[src/rtl/line_cmd_queue.sv]
// line_cmd_queue: circular command FIFO feeding a line drawer.
// Commands are queued on push. One at a time, each is launched to the drawer
// with lda_go held high until lda_done. Every launch is followed by a
// one-cycle GAP, so lda_go is low for at least two cycles between commands.
// The in-flight command stays counted (and stored at head) until it completes.
module line_cmd_queue #(
  parameter int DEPTH = 4,
  parameter int AW    = 2
) (
  input  logic          CLOCK_50,
  input  logic          resetN,
  input  logic          push,
  input  logic [8:0]    cmd_x0,
  input  logic [8:0]    cmd_x1,
  input  logic [7:0]    cmd_y0,
  input  logic [7:0]    cmd_y1,
  input  logic [2:0]    cmd_colour,
  input  logic          flush,
  output logic          full,
  output logic [AW:0]   count,
  output logic          dropped,
  output logic          busy,
  output logic          lda_go,
  output logic [8:0]    lda_x0,
  output logic [8:0]    lda_x1,
  output logic [7:0]    lda_y0,
  output logic [7:0]    lda_y1,
  output logic [2:0]    lda_colour,
  input  logic          lda_done
);

  localparam int ENTRY_W = 37;
  localparam int CNT_W   = AW + 1;

  typedef enum logic [1:0] {
    ST_IDLE = 2'd0,
    ST_BUSY = 2'd1,
    ST_GAP  = 2'd2
  } state_t;

  state_t               state_q, state_d;
  logic [AW-1:0]        head_q, head_d;
  logic [AW-1:0]        tail_q, tail_d;
  logic [CNT_W-1:0]     count_q, count_d;
  logic                 full_q, full_d;
  logic                 dropped_q, dropped_d;
  logic                 busy_q, busy_d;
  logic                 go_q, go_d;
  logic [ENTRY_W-1:0]   cmd_q, cmd_d;
  logic [ENTRY_W-1:0]   mem_q [DEPTH];
  logic [ENTRY_W-1:0]   mem_d [DEPTH];

  logic [ENTRY_W-1:0]   wr_entry;
  logic                 accept;
  logic                 pop;
  logic                 launch;
  logic                 keep_inflight;

  // Entry layout: {x0, y0, x1, y1, colour}; uses the registered full flag so
  // a pop in the same cycle never rescues a push into a full queue. Flush
  // suppresses a launch from IDLE so nothing flushed can still be issued.
  always_comb begin
    wr_entry      = {cmd_x0, cmd_y0, cmd_x1, cmd_y1, cmd_colour};
    accept        = push && !flush && !full_q;
    pop           = (state_q == ST_BUSY) && lda_done;
    launch        = (state_q == ST_IDLE) && (count_q != '0) && !flush;
    keep_inflight = (state_q == ST_BUSY) && !lda_done;
  end

  // FSM state register.
  always_ff @(posedge CLOCK_50 or negedge resetN) begin
    if (!resetN) begin
      state_q <= ST_IDLE;
    end else begin
      state_q <= state_d;
    end
  end

  // FSM next state: GAP always lasts exactly one cycle; done is only heard in BUSY.
  always_comb begin
    state_d = state_q;
    case (state_q)
      ST_IDLE: if (launch)   state_d = ST_BUSY;
      ST_BUSY: if (lda_done) state_d = ST_GAP;
      ST_GAP:                state_d = ST_IDLE;
      default:               state_d = ST_IDLE;
    endcase
  end

  // FSM outputs: load head entry on launch, drop go/busy on completion, else hold.
  always_comb begin
    go_d   = go_q;
    busy_d = busy_q;
    cmd_d  = cmd_q;
    if (launch) begin
      go_d   = 1'b1;
      busy_d = 1'b1;
      cmd_d  = mem_q[head_q];
    end else if (pop) begin
      go_d   = 1'b0;
      busy_d = 1'b0;
    end
  end

  // Queue bookkeeping: storage write, pointers, count, full and sticky drop flag.
  // On flush, only an in-flight entry that is not completing this cycle survives.
  always_comb begin
    mem_d = mem_q;
    if (accept) begin
      mem_d[tail_q] = wr_entry;
    end

    head_d = pop ? head_q + AW'(1) : head_q;

    if (flush) begin
      tail_d    = (state_q == ST_BUSY) ? head_q + AW'(1) : head_q;
      count_d   = keep_inflight ? CNT_W'(1) : '0;
      dropped_d = 1'b0;
    end else begin
      tail_d    = accept ? tail_q + AW'(1) : tail_q;
      count_d   = count_q + CNT_W'(accept) - CNT_W'(pop);
      dropped_d = dropped_q || (push && full_q);
    end

    full_d = (count_d == CNT_W'(DEPTH));
  end

  // Datapath registers; reset abandons any in-flight command and clears storage.
  always_ff @(posedge CLOCK_50 or negedge resetN) begin
    if (!resetN) begin
      head_q    <= '0;
      tail_q    <= '0;
      count_q   <= '0;
      full_q    <= 1'b0;
      dropped_q <= 1'b0;
      busy_q    <= 1'b0;
      go_q      <= 1'b0;
      cmd_q     <= '0;
      mem_q     <= '{default: '0};
    end else begin
      head_q    <= head_d;
      tail_q    <= tail_d;
      count_q   <= count_d;
      full_q    <= full_d;
      dropped_q <= dropped_d;
      busy_q    <= busy_d;
      go_q      <= go_d;
      cmd_q     <= cmd_d;
      mem_q     <= mem_d;
    end
  end

  assign full       = full_q;
  assign count      = count_q;
  assign dropped    = dropped_q;
  assign busy       = busy_q;
  assign lda_go     = go_q;
  assign lda_x0     = cmd_q[36:28];
  assign lda_y0     = cmd_q[27:20];
  assign lda_x1     = cmd_q[19:11];
  assign lda_y1     = cmd_q[10:3];
  assign lda_colour = cmd_q[2:0];

endmodule

[config.mk]
export PLATFORM = sky130hd
export DESIGN_NAME = line_cmd_queue
export DESIGN_NICKNAME = d
export VERILOG_FILES = /design/src/rtl/line_cmd_queue.sv
export SDC_FILE = /design/constraint.sdc
export NUM_CORES = 1
export LEC_CHECK = 0
export CAP_MARGIN = 0
export CORE_ASPECT_RATIO = 1.5
export CORE_MARGIN = 3
export CORE_UTILIZATION = 40
export DETAILED_ROUTE_END_ITERATION = 7
export GPL_ROUTABILITY_DRIVEN = 0
export GPL_TIMING_DRIVEN = 0
export PLACE_DENSITY = 0.68
export SYNTH_ARGS = -nofsm -noshare
export SYNTH_HDL_FRONTEND = slang
export SYNTH_SLANG_ARGS = --single-unit
[constraint.sdc]
create_clock -name CLOCK_50 -period 5.3 [get_ports CLOCK_50]
set_input_delay 0.53 -clock CLOCK_50 [delete_from_list [all_inputs] [get_ports CLOCK_50]]
set_output_delay 0.53 -clock CLOCK_50 [all_outputs]
set_load 0.02 [all_outputs]
==> results.yml, run 1 <==
outcome:
  run_status: "completed"
clock_network:
  clkSinkCount: 197
  cts_buffers: 17
  clock_path_buffers: 2
  cts_resized: 0
  cts_max_level: 4
  cts_root_buf: "clkbuf_16"
  clock_latency_ns: 0.43
  path_clk_slew_ns: 0.07
  postCtsSetupBuffers: 0
  holdBufCountCts: 0
  cts_tree: "yes"
floorplan:
  rows: 67
  core_um2: 22380
  start_util_pct: 40.73
  die_h_um: 190.9
  die_w_um: 129.3
  pin_count: 86
  die_area_um2: 24680
setup_path:
  startpoint_type: "primary input"
  path_depth: 10
  critPathKind: "primary input to register"
  worstPathArrival_ns: 2.71
  crit_buf_inv: 4
  critical_path_required_ns: 5.63
  cp_slowest_stage_delay_ns: 0.51
  worst-path-max-fanout: 4
  cpLargestDelayFamily: "adder cells"
  reg2reg_depth: 9
  crit_chain: "clkdlybuf4s50_1 > and3b_1 > clkbuf_1 > ha_1 > inv_1 > ha_1 > inv_1 > fa_1 > nor2_1 > nor4_1"
  cp-end-kind: "register"
  critPathSlowestCell: "clkdlybuf4s50_1"
logic_synthesis:
  synth_commonest_cells: "dfrtp_1, mux2_4, mux2_2, mux4_2, buf_12"
  netlist_area_um2: 9117
  yosys-top-cells-area: "dfrtp_1, mux2_4, mux4_2"
  synth_top_flop_cell: "dfrtp_1"
  synth_edf_count: 0
  syn_inst: 496
  ys_seq_elements: 197
  yosysSeqAreaShare_pct: 54.07
  synth_area_per_cell_um2: 18.38
  syn_nets: 545
  synth.top_cell.area_share_pct: 54.07
  synth_top_area_cell: "dfrtp_1"
  ys.warnings.count: 0
  synth.distinct_cells: 28
  yosysMostFrequentCell: "dfrtp_1"
  synthArstFlopShare_pct: 100.0
routing:
  num_vias: 4558
  routed_via_density: 5.144
  drtAntennaViolNets: 0
  firstDrtPassIters: 4
  drt_iter0_drc: 323
  post_drt_wl_per_cell_um: 20.34
  drt-total-wl_um: 18020
  drc_errors: 0
hold_path:
  hp-class: "primary input to async pin"
timing:
  finalWorstSetupSlack_ns: 2.919
  rsz0062_at_grt: "false"
  max_slew_margin_pct: 48.25
  finClkSkew_ns: 0.009447
  drv_slew: 0
  min_period_ns: 2.381
  hold_viol_final: 0
  tightestPinTransition_ns: 0.7763
  timing.fmax_ghz: 0.4199
  fin_crit_sh_pct: 44.93
  setup-tns-final_ns: 0
  setup_viol: 0
cells_and_area:
  syn_to_final_growth_pct: 20.83
  antenna_cells: 0
  n_fill_cell: 1817
  drive_above_1_share_pct: 47.54
  postLayoutCoreUtil_pct: 49.22
  layout.nets: 649
place:
  pre_cts_ws_ns: 2.448
  hpwlAfterDp_um: 12150
  portBuffers: 84
flow_run:
  drv_cap: 0
global_route:
  grt_max_degree: 111
  gr-usage-all-layers_pct: 15.87
  grt-ovfl-total: 0
  antenna_found_initial: 0
  grt_pass1_vias: 5249
  grt_pass1_wl_um: 29810
power_and_ir_drop:
  p_leak_nw: 4.770
  power_density_nw_per_um2: 649.7
  ir_drop_mv: 0.2605
## per-layer routing
metal / GRT usage [%] / vias up / routed length, um
li1: - / 1997 / -
met1: 19.82 / 2446 / 7398
met2: 27.12 / 87 / 9683
met3: 3.523 / 28 / 587
met4: 5.376 / 0 / 349
met5: 0 / - / 0
## sequential cells by signal (all words and copies together) (netlist names)
register	flops
tail_q	2
full	1
state_q	2
count	3
dropped	1
head_q	2
mem_q	148
cmd_q	37
lda_go	1
## power breakdown
group,leakage (nW),switching [W],total (W),internal [W]
Combinational,2.06,0.00107,0.00297,0.00190
Clock,0.331,0.000540,0.00149,0.000948
Sequential,2.38,0.000434,0.00270,0.00226
## stage by stage
step                cells  area [um^2]  power, W  hold slack [ns]
finish                886        11020  0.007157          0.08611
global route          886        11020  0.007560           0.1312
CTS                   886        11020  0.007260           0.1205
detailed placement    857        10340  0.005731           0.4891
global placement      856        10300  0.005587           0.4832
floorplan             496         9117  0.004834           0.2344
## final timing paths
check / slack (ns) / endpoint / from
max: 2.92 / full / lda_done
min: 0.09 / mem_q[131] / resetN
max reg2reg: 3.06 / full / state_q[1]
min reg2reg: 0.50 / mem_q[40] / mem_q[40]
max in group asynchronous: 4.26 / cmd_q[3] / resetN
min in group CLOCK_50: 0.32 / count[2] / flush
## layout make-up
cell class                 instances  area (um^2)  area share, %
sequential                       197         4930          44.75
timing repair buffer              85        873.3          7.927
tap                              276        345.3          3.135
inverter                           6        22.52         0.2044
clock inverter                    10        227.7          2.067
clock buffer                      19        452.9          4.111
buffer                            32        445.4          4.043
multi-input combinational        261         3720          33.76
## placed cells by master, fill, tap and decap left out, drive strengths merged, types with 3 or more instances in the layout
cell           count
ha                 6
inv                6
xor2               3
clkbuf            22
nor2b              3
mux2i              3
dfrtp            197
xnor2              4
nor2               3
bufinv             7
mux2             186
clkdlybuf4s50     83
buf               31
mux4              37
and2               4
## logic make-up (layout without fill, tap and decap cells)
kind of cell             after synthesis  after routing  synth area share (%)
multiplexers                         226            226                 37.38
flip-flops                           197            197                 54.07
buffers and inverters                 38            152                 5.132
AND/OR/NAND/NOR                       19             19                 1.564
adder cells (fa/ha/maj)                7              7                 1.043
XOR/XNOR                               7              7                0.6724
AO/OA/AOI/OAI                          2              2                0.1372
Note: power is estimated with default switching activity, not from simulation.
==> run 2, diff against run 1 <==
clock period = 2.35 ns   (was 5.3 ns; I/O delays follow)
==> run 2 against run 1 <==
First-iteration DRC count decreased by 8.4%. Hold slack got worse by 0.060 ns. Register-to-register slack got worse by 2.9 ns. Core utilization about the same. Clock power increased by 120%. Final area about the same. Critical path depth decreased by 1. Combinational power increased by 130%.
==> results.yml, run 2 (synthesis gave the netlist of run 1 again) <==
outcome:
  run_status: "completed"
floorplan:
  die_area_um2: 24680
  rows: 67
  die_h_um: 190.9
  pin_count: 86
  core_um2: 22380
  die_w_um: 129.3
  start_util_pct: 40.73
setup_path:
  cp-endpoint: "full"
  rr_startpoint: "full"
  regToRegEndpoint: "full"
  startpoint_type: "register"
  cp-end-kind: "register"
  reg2reg_depth: 9
  startpoint: "full"
  critPathKind: "register to register"
  worstPathArrival_ns: 2.54
  rrSetupSlack_ns: 0.14
  critical_path_required_ns: 2.68
  worst-path-max-fanout: 5
power_and_ir_drop:
  power_density_nw_per_um2: 1464
  internal_power_w: 0.01154
  seqPwrFrac_pct: 37.7
  power_w: 0.01614
  p_leak_nw: 4.773
  clockPowerShare_pct: 20.8
  switching_share_pct: 28.51
  combPwrFrac_pct: 41.5
  ir_drop_mv: 0.5884
  p_sw_w: 0.004602
timing:
  timing.fmax_ghz: 0.4530
  setup_viol: 0
  hold_viol_final: 0
  rsz0062_at_grt: "false"
  min_period_ns: 2.207
  setup-tns-final_ns: 0
  fin_crit_sh_pct: 93.93
  drv_slew: 0
  max_slew_margin_pct: 48.36
  tightestPinTransition_ns: 0.7746
  finClkSkew_ns: 0.009580
routing:
  routed_via_density: 5.129
  num_vias: 4544
  post_drt_wl_per_cell_um: 20.35
  drc_errors: 0
  firstDrtPassIters: 4
  drt-total-wl_um: 18030
  drtAntennaViolNets: 0
  drt_iter0_drc: 296
cells_and_area:
  multi_input_area_um2: 3720
  stdcell_count: 886
  mostFrequentLayoutCells: "dfrtp_1, mux2_4, clkdlybuf4s50_1"
  stdcell_area_um2: 11020
  largest_register_ffs: 148
  antenna_cells: 0
  syn_to_final_growth_pct: 20.90
  final_common_cell: "dfrtp_1"
  area.sequential_um2: 4930
  n_fill_cell: 1818
  regMostFlops: "mem_q"
  drive_above_1_share_pct: 47.54
  layout.nets: 649
clock_network:
  cts_tree: "yes"
  cts_buffers: 17
  cts_root_buf: "clkbuf_16"
  clock_path_buffers: 2
  cts_max_level: 4
  postCtsSetupBuffers: 0
  cts_resized: 0
  path_clk_slew_ns: 0.07
  clkSinkCount: 197
  clock_latency_ns: 0.43
global_route:
  grt-ovfl-total: 0
  grt_pass1_vias: 5249
  grt_pass1_wl_um: 29810
  gr-usage-all-layers_pct: 15.87
  antenna_found_initial: 0
  grt_max_degree: 111
hold_path:
  hp-class: "primary input to register"
place:
  dpl.cell_count: 857
  portBuffers: 84
  hpwlAfterDp_um: 12150
  place_area_um2: 10340
flow_run:
  drv_cap: 0
==> run 2: per-stage QoR <==
stage / utilization (%) / worst slack [ns] / hold WS [ns]
6_report: 49.25 / 0.1426 / 0.02587
5_1_grt: 49.25 / 0.003332 / 0.01439
4_1_cts: 49.26 / 0.07825 / 0.006112
3_5_place_dp: 46.18 / -0.2072 / 0.2892
3_3_place_gp: 46.03 / -6.553 / 0.4646
2_1_floorplan: - / 0.2805 / -0.06059
==> run 2: area by class of cell <==
cell class	instances	area share [%]
Sequential cell	197	44.72
Multi-Input combinational cell	261	33.75
Timing Repair Buffer	86	8.014
Clock buffer	19	4.109
Buffer	31	4.007
Tap cell	276	3.133
Clock inverter	10	2.066
Inverter	6	0.2043
==> run 2: worst min-delay path by stage <==
stage	start	endpoint	slack, ns	cells past startpoint
after floorplan	resetN	cmd_q[0]	-0.06	0
after global routing	flush	dropped	0.01	2
after global placement	flush	dropped	0.46	2
after CTS	flush	count[2]	0.006	2
final	flush	count[2]	0.03	2
after detailed placement	resetN	mem_q[57]	0.29	1
==> run 2: repair_timing <==
| item | 4_1_cts | 5_1_grt |
|---|---|---|
| hold buffers | 1 | 0 |
| hold endpoints to repair | 87 | 0 |
| setup endpoints to repair | 0 | 2 |
==> run 2: routing by layer <==
layer	track usage (%)	vias to the layer above	share of wire, %
li1	-	1995	-
met1	19.82	2437	42
met2	27.12	84	54
met3	3.523	28	2.9
met4	5.376	0	2.0
met5	0	-	0
==> run 2: worst max-delay path, cell delays in order (launching register included) <==
cell     delay [ns]
dfrtp_1        0.43
nor3b_4        0.29
inv_1          0.08
ha_1           0.27
inv_1          0.06
ha_1           0.13
inv_1          0.05
fa_1           0.50
nor2_1         0.07
nor4_1         0.24
==> run 2: power groups by stage <==
stage | clock (W) | sequential, W | combinational, W
floorplan | 0 | 0.00623 | 0.00467
global placement | 0 | 0.00599 | 0.00661
detailed placement | 0 | 0.00613 | 0.00680
CTS | 0.00344 | 0.00610 | 0.00683
global route | 0.00358 | 0.00631 | 0.00716
finish | 0.00335 | 0.00609 | 0.00670
==> run 3, diff against run 2 <==
CORE_MARGIN = default   (was 3)
==> run 3 against run 2 <==
Sequential share of layout area increased by 0.14 points. Sequential power about the same. Clock skew grew 0.0063 ns.
==> results.yml, run 3 (synthesis gave the netlist of run 1 again) <==
global_route:
  grt_pass1_vias: 5385
  grt_pass1_wl_um: 30660
  grt_max_degree: 109
  grt-ovfl-total: 0
  gr-usage-all-layers_pct: 17.13
  antenna_found_initial: 0
cells_and_area:
  largest_register_ffs: 148
  n_fill_cell: 1810
  mostFrequentLayoutCells: "dfrtp_1, mux2_4, clkdlybuf4s50_1"
  drive_above_1_share_pct: 47.72
  area.sequential_um2: 4930
  postLayoutCoreUtil_pct: 49.10
  multi_input_area_um2: 3720
  antenna_cells: 0
  layout.nets: 650
  final_common_cell: "dfrtp_1"
  syn_to_final_growth_pct: 20.53
  regMostFlops: "mem_q"
timing:
  fin_crit_sh_pct: 94.83
  drv_slew: 0
  max_slew_margin_pct: 49.92
  hold_viol_final: 0
  tightestPinTransition_ns: 0.7512
  setup-tns-final_ns: 0
  min_period_ns: 2.228
  setup_viol: 0
  finClkSkew_ns: 0.01591
  timing.fmax_ghz: 0.4487
  rsz0062_at_grt: "false"
power_and_ir_drop:
  ir_drop_mv: 0.7322
  seqPwrFrac_pct: 38.1
  p_leak_nw: 4.748
  combPwrFrac_pct: 42.1
  power_density_nw_per_um2: 1453
  clockPowerShare_pct: 19.8
  switching_share_pct: 29.69
  power_w: 0.01596
  internal_power_w: 0.01122
  p_sw_w: 0.004740
routing:
  drtAntennaViolNets: 0
  post_drt_wl_per_cell_um: 20.57
  drt_iter0_drc: 254
  drt-total-wl_um: 18310
  drc_errors: 0
  num_vias: 4559
  firstDrtPassIters: 6
  routed_via_density: 5.122
floorplan:
  rows: 67
  core_um2: 22380
  die_h_um: 186.9
  die_area_um2: 23410
  start_util_pct: 40.73
  pin_count: 86
  die_w_um: 125.3
clock_network:
  clock_latency_ns: 0.44
  cts_max_level: 4
  path_clk_slew_ns: 0.08
  clkSinkCount: 197
  cts_tree: "yes"
  clock_path_buffers: 2
  cts_buffers: 17
  cts_root_buf: "clkbuf_16"
hold_path:
  hp-class: "primary input to async pin"
setup_path:
  startpoint_type: "primary input"
  worst-path-max-fanout: 9
  cp-end-kind: "register"
  critPathKind: "primary input to register"
  worstPathArrival_ns: 2.57
  critical_path_required_ns: 2.69
outcome:
  run_status: "completed"
place:
  portBuffers: 84
  hpwlAfterDp_um: 12110
flow_run:
  drv_cap: 0
## run 3: changes by cell type in the layout (fill, tap and decap cells not counted), sizes merged
cell,before,now
bufinv,7,4
clkinvlp,1,4
dlygate4sd3,1,2
inv,6,10
clkbuf,21,20
## run 3: worst paths after layout
| path | endpoint | startpoint | cells past startpoint | slack, ns |
|---|---|---|---|---|
| max | full | flush | 11 | 0.12 |
| max reg2reg | full | full | 9 | 0.17 |
| min | cmd_q[36] | resetN | 2 | 0.40 |
| min in group CLOCK_50 | dropped | push | 3 | 0.45 |
| min reg2reg | mem_q[140] | mem_q[140] | 1 | 0.51 |
| max in group asynchronous | mem_q[144] | resetN | 3 | 0.97 |
## run 3: cell type report
type	count	area share, %
sequential	197	44.86
multi-input combinational	261	33.85
timing repair buffer	87	8.129
buffer	31	4.019
clock buffer	18	3.996
tap	276	3.142
clock inverter	14	1.799
inverter	6	0.2049
## run 3: critical path, cell delays in order
cell and delay [ns]:
dlygate4sd3_1 0.55, buf_6 0.15, nor3b_4 0.27, inv_1 0.08, ha_1 0.27, inv_1 0.06, ha_1 0.13, inv_1 0.04
fa_1 0.48, nor2_1 0.05, nor4_1 0.25
## run 3: through the flow
stage          hold slack [ns]  setup WS [ns]  cell area [um^2]  std cells
6_report                0.3979         0.1215             10990        890
5_1_grt                 0.4580       0.009193             10990        890
4_1_cts                 0.4195        0.09573             10990        891
3_5_place_dp            0.2978        -0.1859             10340        857
3_3_place_gp            0.4641         -6.586             10300        856
2_1_floorplan         -0.06059         0.2805              9117        496
## run 3: metal layers
layer  wire [um]  global-route usage (%)  vias to the layer above
met1        7663                   20.55                     2468
met2        9816                   30.12                       64
met3         533                   3.919                       18
met4         296                   5.816                        0
li1            -                       -                     2009
met5           0                       0                        -
## run 3: timing repair
| item | CTS | global route |
|---|---|---|
| endpoints found under the setup margin | 0 | 1 |
| hold buffers | 2 | 0 |
| buffers inserted | 0 | 0 |
| resized for setup | 0 | 0 |
| endpoints found under the hold margin | 91 | 0 |
## run 3: power groups by stage
| stage | logic, W | clock network [W] | registers (W) |
|---|---|---|---|
| floorplan | 0.00467 | 0 | 0.00623 |
| CTS | 0.00685 | 0.00323 | 0.00610 |
| global placement | 0.00664 | 0 | 0.00597 |
| detailed placement | 0.00682 | 0 | 0.00614 |
| global route | 0.00719 | 0.00339 | 0.00631 |
| finish | 0.00672 | 0.00316 | 0.00608 |
